## src/rtl/date_validator.sv

```systemverilog
// Streaming date-string checker for Y<sep>M<sep>D<NUL> with a registered verdict and first-error code.
// Optional leap-year February checking is enabled with the DATE_VALIDATOR_LEAP_EN macro.
module date_validator #(
  parameter int YEAR_MAX_DIGITS = 4,
  parameter int ALLOW_MIXED_SEP = 0
) (
  input  logic       clk,
  input  logic       reset,
  input  logic       char_valid,
  input  logic [7:0] char,
  output logic       result,
  output logic       done,
  output logic [2:0] err_code
);

  typedef enum logic [2:0] {
    S_IDLE, S_YEAR, S_MONTH, S_DAY, S_ACCEPT, S_REJECT
  } state_e;

  localparam logic [2:0] ERR_YEAR  = 3'd1;
  localparam logic [2:0] ERR_SEP   = 3'd2;
  localparam logic [2:0] ERR_MONTH = 3'd3;
  localparam logic [2:0] ERR_DAY   = 3'd4;
  localparam logic [2:0] ERR_END   = 3'd5;

  state_e      state_q, state_d;
  logic [2:0]  err_q, err_d;
  logic [2:0]  ycnt_q, ycnt_d;
  logic [1:0]  cnt_q, cnt_d;
  logic [7:0]  sep1_q, sep1_d;
  logic [4:0]  month_q, month_d;
  logic [4:0]  day_q, day_d;
  logic [4:0]  feb_days, day_max;

  logic       is_digit, is_sep, is_nul;
  logic [3:0] digit;

  assign is_digit = (char >= 8'h30) && (char <= 8'h39);
  assign is_sep   = (char == 8'h2e) || (char == 8'h2d) || (char == 8'h2f);
  assign is_nul   = (char == 8'h00);
  assign digit    = char[3:0];

  // A two-digit value above 31 can never be a legal month or day, so it collapses
  // to 0, which both field checks already reject.
  function automatic logic [4:0] acc2(input logic [4:0] v, input logic [3:0] d);
    logic [6:0] s;
    s = {2'b00, v} * 7'd10 + {3'b000, d};
    return (s > 7'd31) ? 5'd0 : s[4:0];
  endfunction

`ifdef DATE_VALIDATOR_LEAP_EN
  logic [13:0] year_q, year_d;
  logic        leap;
  assign leap = ((year_q[1:0] == 2'b00) && ((year_q % 14'd100) != 14'd0)) ||
                ((year_q % 14'd400) == 14'd0);
  assign feb_days = leap ? 5'd29 : 5'd28;
`else
  assign feb_days = 5'd29;
`endif

  always_comb begin
    day_max = 5'd31;
    case (month_q)
      5'd2:                       day_max = feb_days;
      5'd4, 5'd6, 5'd9, 5'd11:    day_max = 5'd30;
      default:                    day_max = 5'd31;
    endcase
  end

  always_comb begin
    state_d = state_q;
    err_d   = err_q;
    ycnt_d  = ycnt_q;
    cnt_d   = cnt_q;
    sep1_d  = sep1_q;
    month_d = month_q;
    day_d   = day_q;
`ifdef DATE_VALIDATOR_LEAP_EN
    year_d  = year_q;
`endif
    if (char_valid) begin
      case (state_q)
        S_IDLE: begin
          if (is_nul) begin
            state_d = S_REJECT; err_d = ERR_END;
          end else if (is_digit && (char != 8'h30)) begin
            state_d = S_YEAR; ycnt_d = 3'd1;
`ifdef DATE_VALIDATOR_LEAP_EN
            year_d  = {10'd0, digit};
`endif
          end else begin
            state_d = S_REJECT; err_d = ERR_YEAR;
          end
        end
        S_YEAR: begin
          if (is_digit) begin
            if (ycnt_q < 3'(YEAR_MAX_DIGITS)) begin
              ycnt_d = ycnt_q + 3'd1;
`ifdef DATE_VALIDATOR_LEAP_EN
              year_d = year_q * 14'd10 + {10'd0, digit};
`endif
            end else begin
              state_d = S_REJECT; err_d = ERR_YEAR;
            end
          end else if (is_sep) begin
            state_d = S_MONTH; sep1_d = char; cnt_d = 2'd0;
          end else if (is_nul) begin
            state_d = S_REJECT; err_d = ERR_END;
          end else begin
            state_d = S_REJECT; err_d = ERR_YEAR;
          end
        end
        S_MONTH: begin
          if (is_digit) begin
            if (cnt_q < 2'd2) begin
              month_d = acc2(month_q, digit); cnt_d = cnt_q + 2'd1;
            end else begin
              state_d = S_REJECT; err_d = ERR_MONTH;
            end
          end else if (is_nul) begin
            state_d = S_REJECT; err_d = ERR_END;
          end else if (is_sep) begin
            if ((cnt_q == 2'd0) || ((ALLOW_MIXED_SEP == 0) && (char != sep1_q))) begin
              state_d = S_REJECT; err_d = ERR_SEP;
            end else if ((month_q == 5'd0) || (month_q > 5'd12)) begin
              state_d = S_REJECT; err_d = ERR_MONTH;
            end else begin
              state_d = S_DAY; cnt_d = 2'd0;
            end
          end else begin
            // Anything else where a separator was due counts as a separator fault.
            state_d = S_REJECT; err_d = ERR_SEP;
          end
        end
        S_DAY: begin
          if (is_digit) begin
            if (cnt_q < 2'd2) begin
              day_d = acc2(day_q, digit); cnt_d = cnt_q + 2'd1;
            end else begin
              state_d = S_REJECT; err_d = ERR_DAY;
            end
          end else if (is_nul) begin
            if (cnt_q == 2'd0) begin
              state_d = S_REJECT; err_d = ERR_END;
            end else if ((day_q != 5'd0) && (day_q <= day_max)) begin
              state_d = S_ACCEPT;
            end else begin
              state_d = S_REJECT; err_d = ERR_DAY;
            end
          end else begin
            state_d = S_REJECT; err_d = ERR_DAY;
          end
        end
        default: ;
      endcase
    end
  end

  always_ff @(posedge clk) begin
    if (reset) begin
      state_q <= S_IDLE;
      err_q   <= 3'd0;
      ycnt_q  <= 3'd0;
      cnt_q   <= 2'd0;
      sep1_q  <= 8'd0;
      month_q <= 5'd0;
      day_q   <= 5'd0;
`ifdef DATE_VALIDATOR_LEAP_EN
      year_q  <= 14'd0;
`endif
    end else begin
      state_q <= state_d;
      err_q   <= err_d;
      ycnt_q  <= ycnt_d;
      cnt_q   <= cnt_d;
      sep1_q  <= sep1_d;
      month_q <= month_d;
      day_q   <= day_d;
`ifdef DATE_VALIDATOR_LEAP_EN
      year_q  <= year_d;
`endif
    end
  end

  assign done     = (state_q == S_ACCEPT) || (state_q == S_REJECT);
  assign result   = (state_q == S_ACCEPT);
  assign err_code = err_q;

endmodule
```

## config.mk

```make
export PLATFORM = sky130hd
export DESIGN_NAME = date_validator
export DESIGN_NICKNAME = d
export VERILOG_FILES = /design/src/rtl/date_validator.sv
export SDC_FILE = /design/constraint.sdc
export NUM_CORES = 1
export LEC_CHECK = 0
export ABC_AREA = 1
export CAP_MARGIN = 20
export CORE_MARGIN = 5
export CORE_UTILIZATION = 38
export CTS_CLUSTER_SIZE = 25
export DETAILED_ROUTE_END_ITERATION = 8
export PLACE_DENSITY_LB_ADDON = 0.2
export SLEW_MARGIN = 20
export SYNTH_ARGS = -nofsm -noshare
export SYNTH_HDL_FRONTEND = slang
export SYNTH_SLANG_ARGS = --single-unit
```

## constraint.sdc

```tcl
create_clock -name clk -period 2.95 [get_ports clk]
set_input_delay 0.295 -clock clk [delete_from_list [all_inputs] [get_ports clk]]
set_output_delay 0.295 -clock clk [all_outputs]
set_load 0.02 [all_outputs]
```

==> flow_summary.json <==
{
  "period_minus_slack_ns": 2.28,
  "final_antenna_net_count": 0,
  "syn_area_per_cell_um2": 6.81,
  "rsz0062_at_grt": "false",
  "drc_errors": 0,
  "synth_xor_area_frac": 0.0537,
  "cts_buffers": 5,
  "min_period_over_period": 0.772,
  "ctsHtreeMaxLevel": 2,
  "start_kind": "register",
  "rr_worst_depth": 8,
  "power_density_nw_per_um2": 342,
  "dr.pass1.iters": 4,
  "swShare": 0.274,
  "clk_path_buf_depth": 2,
  "worstHoldStart": "ycnt_q[2]",
  "io_buffers": 15,
  "yosysUniqueCellTypes": 32,
  "r2r_setup_slack_ns": 0.67,
  "hp-class": "register to register",
  "synth_compound_area_frac": 0.104,
  "syn_inst": 332,
  "ys_ff_latch": 29,
  "cts_resized": 0,
  "synth_edf_count": 0,
  "hold_depth": 2,
  "yosys.area.top_type_share": 0.257,
  "status": "finished, final reports clean",
  "io_pins": 16,
  "synthTopCellsByCount": "59 x nand2_1, 51 x inv_1, 41 x nor2_1",
  "core_region_area_um2": 5850,
  "synthFlopType": "dfxtp_1",
  "setup_viol": 0,
  "p_int_mw": 0.642,
  "cts_tree": "yes",
  "fin_tns_setup_ns": 0,
  "syn_area_um2": 2260,
  "fmax_ghz": 0.439,
  "area_delta_synth_final_pct": 14.6,
  "synth_seq_area_share": 0.257,
  "first_iter_violations": 75,
  "async_flop_share": 0,
  "synth_top_family_by_area": "simple AND/OR/NAND/NOR gates",
  "die_x_um": 87.1,
  "cts_sinks": 29,
  "fin_util": 0.443,
  "cts_hold_buffers": 0,
  "grt_antenna_before_repair": 0,
  "yosys_warnings": 0,
  "report.power.total_mw": 0.885,
  "grt.total_usage": 0.148,
  "worst_ep_arrival_time_ns": 2.49,
  "start_util": 0.386,
  "synthMuxAreaShare": 0,
  "clkLatencyLatePin_ns": 0.28,
  "gp_congestion": 0.863,
  "vias": 2022,
  "crit_type": "register to register",
  "grt_pass1_vias": 1979,
  "leakage_nw": 1.22,
  "finalNetCount": 386,
  "synthAdderAreaFrac": 0.135,
  "grt_max_degree": 14,
  "finalWirelength_mm": 4.94,
  "grt_pass1_wl_mm": 8.69,
  "r2r_end": "day_q[2]",
  "post-cts-setup-buffer-count": 0,
  "chipHeight_um": 87.1,
  "maxSlewViolCount": 0,
  "synthTopCellsByArea": "dfxtp_1 26%, ha_1 10%, nand2_1 9.8%",
  "worstReg2RegStart": "day_q[1]",
  "min_to": "ycnt_q[2]",
  "via_per_inst": 4.72,
  "die_area_um2": 7590,
  "power_frac_seq": 0.460,
  "hold_viol": 0,
  "synth-simple-area-share": 0.347,
  "p_switching_mw": 0.243,
  "synth_most_common_cell": "nand2_1",
  "tightest_slew_ns": 0.412,
  "avgRoutedWirePerCell_um": 11.5,
  "clkPwrFrac": 0.376,
  "worstPathMaxFanout": 6,
  "path_clk_slew_ns": 0.06,
  "num_rows": 28,
  "maxSlewHeadroom": 0.725,
  "drive_above_1_share": 0.0935,
  "dp_hpwl_mm": 4.00,
  "cp-end-kind": "register",
  "diodes": 0,
  "p_comb_frac": 0.164,
  "gr-total-overflow": 0,
  "crit_required_ns": 3.16,
  "clock_skew_ns": 0.00361,
  "clockRootBuffer": "clkbuf_8",
  "syn_nets": 365,
  "yosysTopAreaCell": "dfxtp_1",
  "drv_cap": 0,
  "peakVddDrop_v": 0.000196
}
==> how the worst max path moves through the flow <==
stage	cells after the start	end	slack [ns]	start
after global placement	9	month_q[4]	0.62	char[1]
after CTS	8	day_q[3]	0.67	day_q[1]
after floorplan	8	month_q[4]	0.91	month_q[1]
after global routing	8	day_q[4]	0.48	day_q[1]
final	8	day_q[2]	0.67	day_q[1]
after detailed placement	9	month_q[4]	0.54	char[1]
==> placed cells by master, fill, tap and decap left out, types with 6 or more instances in the layout <==
| cell | count |
|---|---|
| dfxtp_1 | 29 |
| nand2_1 | 59 |
| xor2_1 | 6 |
| xnor2_1 | 6 |
| nand3_1 | 33 |
| clkdlybuf4s50_1 | 15 |
| inv_2 | 8 |
| clkbuf_8 | 6 |
| inv_1 | 51 |
| a21oi_1 | 27 |
| o21ai_1 | 9 |
| ha_1 | 18 |
| nor2_1 | 41 |
| o21ai_0 | 8 |
==> cell families after synthesis <==
kind of cell             after synthesis
XOR/XNOR                              13
AO/OA/AOI/OAI                         46
AND/OR/NAND/NOR                      160
buffers and inverters                 62
adder cells (fa/ha/maj)               22
flip-flops                            29
==> through the flow <==
| step | hold slack, ns | setup WS (ns) | instance area [um^2] | cells |
|---|---|---|---|---|
| after CTS | 0.461 | 0.667 | 2590 | 428 |
| final | 0.464 | 0.672 | 2590 | 428 |
| after global placement | 0.449 | 0.616 | 2500 | 421 |
| after global routing | 0.467 | 0.481 | 2590 | 428 |
| after floorplan | 0.364 | 0.907 | 2260 | 332 |
| after detailed placement | 0.450 | 0.542 | 2500 | 421 |
==> state kept, by name, indices dropped and copies added, names as in the netlist <==
name / flops
state_q: 3
cnt_q: 2
day_q: 5
ycnt_q: 3
err_code: 3
sep1_q: 8
month_q: 5
==> critical path, stage by stage, from the launching register on <==
cell and delay [ns]:
dfxtp_1 0.49, ha_1 0.29, ha_1 0.19, inv_1 0.06, fa_1 0.45, nor2_1 0.15
xor2_1 0.31, nand3_1 0.13, a21oi_1 0.14
==> layer usage <==
layer  track usage  share of wire
met5             0              0
met4        0.0711          0.020
met3        0.0360          0.033
met2         0.238           0.45
met1         0.184           0.49
==> area by class of cell <==
cell class                 count  area, um^2
sequential                    29         581
timing repair buffer          16         158
fill                         604        3260
clock buffer                   7        86.3
tap                           75        93.8
multi-input combinational    241        1450
inverter                      60         225
==> power by group through the flow <==
stage | combinational [mW] | clock, mW | sequential, mW
after CTS | 0.147 | 0.342 | 0.407
final | 0.146 | 0.332 | 0.407
after detailed placement | 0.146 | 0 | 0.416
after global routing | 0.166 | 0.362 | 0.408
after global placement | 0.146 | 0 | 0.416
after floorplan | 0.0882 | 0 | 0.419
Power figures use the tool's default switching activity.
